$ cat src/rtl/rf_write_arbiter_pkg.sv
// Shared constants and types for the register-file write arbiter.
package rf_arb_pkg;

    localparam int unsigned DEF_NUM_REQ = 3;
    localparam int unsigned DEF_A_WIDTH = 5;
    localparam int unsigned DEF_D_WIDTH = 32;

    // Status register that trigger_in sets to 1.
    localparam logic [4:0] STATUS_REG = 5'd9;

    typedef struct packed {
        logic [DEF_A_WIDTH-1:0] addr;
        logic [DEF_D_WIDTH-1:0] data;
    } wb_req_t;

endpackage

$ cat src/rtl/rf_write_arbiter_if.sv
// Writeback requester bundle: per-requester valid/ready handshake with packed address and data.
interface rf_write_arbiter_if
    import rf_arb_pkg::*;
#(
    parameter int unsigned NUM_REQ = DEF_NUM_REQ,
    parameter int unsigned A_WIDTH = DEF_A_WIDTH,
    parameter int unsigned D_WIDTH = DEF_D_WIDTH
);
    logic [NUM_REQ-1:0]         req_valid;
    logic [NUM_REQ-1:0]         req_ready;
    logic [NUM_REQ*A_WIDTH-1:0] req_addr;
    logic [NUM_REQ*D_WIDTH-1:0] req_data;

    modport master (output req_valid, output req_addr, output req_data, input req_ready);
    modport slave  (input req_valid, input req_addr, input req_data, output req_ready);
endinterface

$ cat src/rtl/rf_write_arbiter_rr_arbiter.sv
// Combinational round-robin arbiter: first asserted req at or after ptr wins.
module rr_arbiter #(
    parameter int unsigned N     = 3,
    parameter int unsigned PTR_W = 2
) (
    input  logic [N-1:0]     req,
    input  logic [PTR_W-1:0] ptr,
    output logic [N-1:0]     grant
);
    logic        found;
    int unsigned idx;

    // Scan N slots starting at ptr, wrapping, and grant the first requester found.
    always_comb begin
        grant = '0;
        found = 1'b0;
        idx   = 0;
        for (int unsigned k = 0; k < N; k++) begin
            idx = 32'(ptr) + k;
            if (idx >= N) idx = idx - N;
            for (int unsigned j = 0; j < N; j++) begin
                if (j == idx && !found && req[j]) begin
                    grant[j] = 1'b1;
                    found    = 1'b1;
                end
            end
        end
    end
endmodule

$ cat src/rtl/rf_write_arbiter.sv
// Shares the register file write port between NUM_REQ writeback requesters,
// sequences the status-register trigger and exposes a pending-write scoreboard.
module rf_write_arbiter
    import rf_arb_pkg::*;
#(
    parameter int unsigned NUM_REQ = DEF_NUM_REQ,
    parameter int unsigned A_WIDTH = DEF_A_WIDTH,
    parameter int unsigned D_WIDTH = DEF_D_WIDTH
) (
    input  logic               clk,
    input  logic               rst,
    rf_write_arbiter_if.slave  wb,
    input  logic               trigger_in,
    input  logic [A_WIDTH-1:0] q_ad1,
    input  logic [A_WIDTH-1:0] q_ad2,
    output logic               q_hit1,
    output logic               q_hit2,
    output logic               we3,
    output logic [A_WIDTH-1:0] ad3,
    output logic [D_WIDTH-1:0] wd3,
    output logic               trigger_out,
    output logic               busy
);
    localparam int unsigned        PTR_W       = (NUM_REQ > 1) ? $clog2(NUM_REQ) : 1;
    localparam logic [A_WIDTH-1:0] STATUS_ADDR = A_WIDTH'(STATUS_REG);

    logic [NUM_REQ-1:0] buf_v;
    logic [NUM_REQ-1:0] grant;
    logic [A_WIDTH-1:0] buf_addr [NUM_REQ];
    logic [D_WIDTH-1:0] buf_data [NUM_REQ];
    logic [PTR_W-1:0]   rr_ptr;
    logic [PTR_W-1:0]   gnt_idx;
    logic [PTR_W-1:0]   ptr_next;
    logic               gnt_any;
    logic [A_WIDTH-1:0] gnt_addr;
    logic [D_WIDTH-1:0] gnt_data;
    logic               trig_pend;
    logic               collision;
    logic               trig_issue;

    rr_arbiter #(.N(NUM_REQ), .PTR_W(PTR_W)) u_rr (
        .req   (buf_v),
        .ptr   (rr_ptr),
        .grant (grant)
    );

    // A buffer accepts when empty or when it is being drained this cycle.
    assign wb.req_ready = {NUM_REQ{!rst}} & (~buf_v | grant);

    assign busy = (|buf_v) | trig_pend | we3;

    // Encode the winner, the next pointer and whether the trigger may issue now.
    always_comb begin
        gnt_any  = |grant;
        gnt_idx  = '0;
        gnt_addr = '0;
        gnt_data = '0;
        for (int unsigned i = 0; i < NUM_REQ; i++) begin
            if (grant[i]) begin
                gnt_idx  = PTR_W'(i);
                gnt_addr = buf_addr[i];
                gnt_data = buf_data[i];
            end
        end
        ptr_next   = (gnt_idx == PTR_W'(NUM_REQ - 1)) ? '0 : gnt_idx + PTR_W'(1);
        // Trigger waits a cycle when a write to the status register issues on the same edge.
        collision  = gnt_any && (gnt_addr == STATUS_ADDR);
        trig_issue = trig_pend && !collision;
    end

    // Holding buffers: refill on accept (x0 writes dropped), clear when granted.
    always_ff @(posedge clk) begin
        if (rst) begin
            buf_v <= '0;
        end else begin
            for (int unsigned i = 0; i < NUM_REQ; i++) begin
                if (wb.req_valid[i] && wb.req_ready[i] &&
                    wb.req_addr[i*A_WIDTH +: A_WIDTH] != '0) begin
                    buf_v[i]    <= 1'b1;
                    buf_addr[i] <= wb.req_addr[i*A_WIDTH +: A_WIDTH];
                    buf_data[i] <= wb.req_data[i*D_WIDTH +: D_WIDTH];
                end else if (grant[i]) begin
                    buf_v[i] <= 1'b0;
                end
            end
        end
    end

    // Registered rf port, round-robin pointer and trigger sequencing.
    always_ff @(posedge clk) begin
        if (rst) begin
            we3         <= 1'b0;
            ad3         <= '0;
            wd3         <= '0;
            trigger_out <= 1'b0;
            rr_ptr      <= '0;
            trig_pend   <= 1'b0;
        end else begin
            we3 <= gnt_any;
            if (gnt_any) begin
                ad3    <= gnt_addr;
                wd3    <= gnt_data;
                rr_ptr <= ptr_next;
            end
            trigger_out <= trig_issue;
            trig_pend   <= (trig_pend && !trig_issue) || trigger_in;
        end
    end

    // Scoreboard: buffered writes, the write on the rf port and a pending trigger all count.
    always_comb begin
        q_hit1 = 1'b0;
        q_hit2 = 1'b0;
        for (int unsigned i = 0; i < NUM_REQ; i++) begin
            if (buf_v[i] && buf_addr[i] == q_ad1) q_hit1 = 1'b1;
            if (buf_v[i] && buf_addr[i] == q_ad2) q_hit2 = 1'b1;
        end
        if (we3 && ad3 == q_ad1) q_hit1 = 1'b1;
        if (we3 && ad3 == q_ad2) q_hit2 = 1'b1;
        if (trig_pend && q_ad1 == STATUS_ADDR) q_hit1 = 1'b1;
        if (trig_pend && q_ad2 == STATUS_ADDR) q_hit2 = 1'b1;
        q_hit1 = q_hit1 && !rst && (q_ad1 != '0);
        q_hit2 = q_hit2 && !rst && (q_ad2 != '0);
    end
endmodule

$ cat src/flat_wrapper.sv
// flat-port wrapper written by rule: the top's interface ports become plain ports
module rf_write_arbiter_flat import rf_arb_pkg::*;
#(
    parameter int unsigned NUM_REQ = DEF_NUM_REQ,
    parameter int unsigned A_WIDTH = DEF_A_WIDTH,
    parameter int unsigned D_WIDTH = DEF_D_WIDTH
)
  (clk, rst, trigger_in, q_ad1, q_ad2, q_hit1, q_hit2, we3, ad3, wd3, trigger_out, busy, wb_req_valid, wb_req_addr, wb_req_data, wb_req_ready);
  rf_write_arbiter_if #(.NUM_REQ(NUM_REQ), .A_WIDTH(A_WIDTH), .D_WIDTH(D_WIDTH)) wb_i ();
  input  logic clk;
  input  logic rst;
  input  logic trigger_in;
  input  logic [A_WIDTH-1:0] q_ad1;
  input  logic [A_WIDTH-1:0] q_ad2;
  output logic q_hit1;
  output logic q_hit2;
  output logic we3;
  output logic [A_WIDTH-1:0] ad3;
  output logic [D_WIDTH-1:0] wd3;
  output logic trigger_out;
  output logic busy;
  input wire logic [$bits(wb_i.req_valid)-1:0] wb_req_valid;
  input wire logic [$bits(wb_i.req_addr)-1:0] wb_req_addr;
  input wire logic [$bits(wb_i.req_data)-1:0] wb_req_data;
  output wire logic [$bits(wb_i.req_ready)-1:0] wb_req_ready;
  assign wb_i.req_valid = wb_req_valid;
  assign wb_i.req_addr = wb_req_addr;
  assign wb_i.req_data = wb_req_data;
  assign wb_req_ready = wb_i.req_ready;
  rf_write_arbiter #(.NUM_REQ(NUM_REQ), .A_WIDTH(A_WIDTH), .D_WIDTH(D_WIDTH)) u_core (.clk(clk), .rst(rst), .wb(wb_i), .trigger_in(trigger_in), .q_ad1(q_ad1), .q_ad2(q_ad2), .q_hit1(q_hit1), .q_hit2(q_hit2), .we3(we3), .ad3(ad3), .wd3(wd3), .trigger_out(trigger_out), .busy(busy));
endmodule
$ cat config.mk
export PLATFORM = sky130hd
export DESIGN_NAME = rf_write_arbiter_flat
export DESIGN_NICKNAME = d
export VERILOG_FILES = /design/src/rtl/rf_write_arbiter_pkg.sv /design/src/rtl/rf_write_arbiter_if.sv /design/src/rtl/rf_write_arbiter_rr_arbiter.sv /design/src/rtl/rf_write_arbiter.sv /design/src/flat_wrapper.sv
export SDC_FILE = /design/constraint.sdc
export NUM_CORES = 1
export LEC_CHECK = 0
export CORE_MARGIN = 4
export CORE_UTILIZATION = 45
export DETAILED_ROUTE_END_ITERATION = 8
export GPL_TIMING_DRIVEN = 1
export PLACE_DENSITY = 0.76
export SETUP_SLACK_MARGIN = 0.05
export SLEW_MARGIN = 20
export SYNTH_ARGS = -nofsm -noshare
export SYNTH_HDL_FRONTEND = slang
export SYNTH_SLANG_ARGS = --single-unit
$ cat constraint.sdc
create_clock -name clk -period 6.7 [get_ports clk]
set_input_delay 1.34 -clock clk [delete_from_list [all_inputs] [get_ports clk]]
set_output_delay 1.34 -clock clk [all_outputs]
set_load 0.005 [all_outputs]
==> key figures <==
Yosys
  – Ys async rst share: 0
  – Syn nets: between 500 and 600
  – Mapped Cells: around 440
  – Count leader, synth: edfxtp_1
  – Synth Area per Inst: between 10 and 15 µm²
  – Yosys warns: 0
  – Library cells used by synthesis: 45
  – Post-synth top area share: 0.553
  – Post-synth EDFFs: around 110
  – Register bit total from synthesis: approximately 160
  – Synth Flop Type: edfxtp_1
  – Sequential area share after synthesis: 0.703
  – Top cells by count, synth: edfxtp_1 (111), a21oi_1 (45), dfxtp_1 (45), nand2_1 (39), a222oi_1 (33)
  – Cell taking the most area after synthesis: edfxtp_1
  – Mapped Area: roughly 6000 µm²
  – Top cells by area, synth: edfxtp_1 (55%), dfxtp_1 (15%), a222oi_1 (5.5%), xor2_1 (3.8%), a21oi_1 (3.7%)

CTS
  – Max clock buf depth: 2
  – Post-cts sizing count: 0
  – Post-CTS Hold Buffers: 0
  – CTS H-Tree Depth: 4
  – Worst-path clk slew: ~0.060 ns
  – CTS sink count: ~160
  – CTS buffer count: 17
  – CTS Root Cell: clkbuf_16
  – Skew-Pair Late Insertion Delay: around 0.42 ns
  – TritonCTS clock tree: built
  – Setup Fix Bufs, Post-CTS: 0

Floorplan
  – DIE AREA: about 15000 µm²
  – Starting Density: 0.457
  – IO Count: between 150 and 200
  – Row cnt: 42
  – Die Wd: between 100 and 150 µm
  – Die Y: approximately 120 µm
  – Core area: between 10000 and 15000 µm²

STA
  – Clock Skew: about 0.015 ns
  – Fin. Hold Viols: 0
  – Max-slew headroom: 0.365
  – Setup Viol. Count Final: 0
  – Least-Margin Pin Slew: 0.952 ns
  – FMAX: 0.203 GHz
  – RSZ-0062 raised after global routing: false
  – Min cycle time layout: a little under 5 ns
  – Final Cycle Share: 0.735
  – Slew Limit Fails: 0
  – Setup TNS: 0 ns

Routing
  – Routed len/inst: around 22 µm
  – Post-route ant nets: 0
  – Drt via density: approximately 5.8
  – Vias: about 4600
  – Drt pass-1 iters: 7
  – DRC viols: 0
  – Post-Route WL: roughly 17000 µm
  – DR iter-0 viols: roughly 380

Placement
  – Buffers on Ports: 171
  – Routability cong.: 0.883
  – Post-DP HPWL: between 10000 and 15000 µm

Global route
  – Largest net degree at the start of global routing: 50
  – Tot GR Track Use: 0.230
  – First-pass GRT wire length: roughly 26000 µm
  – Initial antenna violation count: 0
  – Gr ovfl total: 0
  – Vias in the first global route: between 4000 and 5000

Pwr
  – P_leak: slightly below 0.003 µW
  – Flop pwr share: 0.446
  – Power Internal: between 1500 and 2000 µW
  – Pwr Density: 304 nW/µm²
  – Clock network power share: 0.409
  – Switching pwr: about 620 µW
  – Worst VDD drop: about 0.2 mV
  – Logic pwr share: 0.145
  – Sw Share: 0.240

Layout
  – Fin util: 0.648
  – NumNets Final: 734
  – Share of cells above drive strength 1: 0.0744
  – Antenna fix cells: 0
  – Filler Cells Inserted: 923
  – Area grow syn2layout: 41.9%

Worst setup path
  – Worst Path Max Fanout: 6
  – Crit path kind: input port to primary output
  – CP startpoint kind: input port
  – Crit path DAT: ~3.6 ns
  – CP Data Required Time: ~5.4 ns
  – Worst Setup End Kind: primary output

Outcome
  – Outcome: finished clean

Run
  – Max cap viols: 0

Hold path
  – Worst Hold Class: flop to flop
layout make-up:
class	count	area, µm²	area share
flip-flops and latches	156	4230	0.495
repair buffers	177	1750	0.205
multi-input cells	245	1650	0.193
clock buffers	17	425	0.0498
clock inverters	15	235	0.0275
well taps	176	220	0.0258
inverters	8	30.0	0.00351
kinds of logic (layout without fill, tap and decap cells):
| family | count (synthesis) | count (layout) | synth area share |
|---|---|---|---|
| compound gates | 113 | 113 | 0.135 |
| simple gates | 89 | 89 | 0.0695 |
| fa+ha+maj | 2 | 2 | 0.00415 |
| buf+inv | 41 | 217 | 0.0291 |
| xor+xnor | 40 | 40 | 0.0581 |
| flops | 156 | 156 | 0.703 |
| mux | 1 | 1 | 0.00166 |
power by group through the flow:
stage	Clock (µW)	Combinational [µW]	Sequential, µW
floorplan	0	175	1170
global placement	0	367	1180
detailed placement	0	375	1180
CTS	1080	379	1160
global route	1120	409	1170
finish	1060	377	1160
metrics by stage:
stage | worst slack [ns] | area (µm²) | total power, µW | cells | hold slack (ns)
floorplan | 1.89 | 6030 | 1340 | 442 | 0.485
global placement | 1.91 | 7890 | 1540 | 762 | 0.489
detailed placement | 1.82 | 7890 | 1550 | 762 | 0.494
CTS | 1.81 | 8550 | 2610 | 794 | 0.503
global route | 1.60 | 8550 | 2700 | 794 | 0.526
finish | 1.77 | 8550 | 2600 | 794 | 0.498
path summary, 6_finish.rpt:
check | to | slack (ns) | startpoint | cells past startpoint
worst max-delay path | q_hit1 | 1.77 | q_ad1[3] | 8
worst min-delay path | u_core.wd3[26] | 0.50 | u_core.wd3[26] | 2
worst max register to register | u_core.trig_pend | 3.72 | u_core.rr_ptr[0] | 8
worst min register to register | u_core.wd3[26] | 0.50 | u_core.wd3[26] | 2
sequential cells by signal (all words and copies together), names as in the netlist:
register,count
u_core.wd3,32
u_core.ad3,5
u_core.rr_ptr,2
u_core.we3,1
u_core.buf_v,3
u_core.buf_addr,15
u_core.buf_data,96
u_core.trigger_out,1
u_core.trig_pend,1
cells in the final DEF (no fill, tap or decap), types with 3 or more instances in the layout:
| master | synthesis | routed |
|---|---|---|
| a211oi_1 | 5 | 3 |
| a21oi_1 | 45 | 45 |
| a222oi_1 | 33 | 33 |
| a31oi_1 | 5 | 5 |
| buf_4 | 1 | 6 |
| bufinv_16 | 0 | 5 |
| clkbuf_16 | 0 | 17 |
| clkdlybuf4s50_1 | 0 | 170 |
| clkinvlp_4 | 0 | 3 |
| dfxtp_1 | 45 | 45 |
| edfxtp_1 | 111 | 111 |
| inv_1 | 8 | 8 |
| inv_6 | 0 | 3 |
| nand2_1 | 39 | 39 |
| nand2b_1 | 5 | 4 |
| nand3_1 | 3 | 3 |
| nor2_1 | 16 | 15 |
| nor3_1 | 5 | 5 |
| nor4_1 | 6 | 6 |
| o21ai_0 | 6 | 6 |
| o31ai_1 | 5 | 5 |
| or4_1 | 3 | 3 |
| xnor2_1 | 14 | 14 |
| xor2_1 | 26 | 26 |
per-layer routing:
| layer | up-vias | global-route usage | part of all wire | wire [µm] |
|---|---|---|---|---|
| met5 | - | 0 | 0 | 0 |
| met4 | 0 | 0.109 | 0.032 | 543 |
| met3 | 51 | 0.0781 | 0.099 | 1690 |
| met2 | 301 | 0.380 | 0.51 | 8690 |
| met1 | 2189 | 0.271 | 0.36 | 6170 |
| li1 | 2031 | - | - | - |
critical path: stages:
cell and delay (ns):
clkdlybuf4s50_1 0.57, xor2_1 0.21, nor4_1 0.32, nand3_1 0.12, o31ai_1 0.11, a31oi_1 0.07, a221oi_1 0.30, clkdlybuf4s50_1 0.55
(Power assumes the default switching activity.)
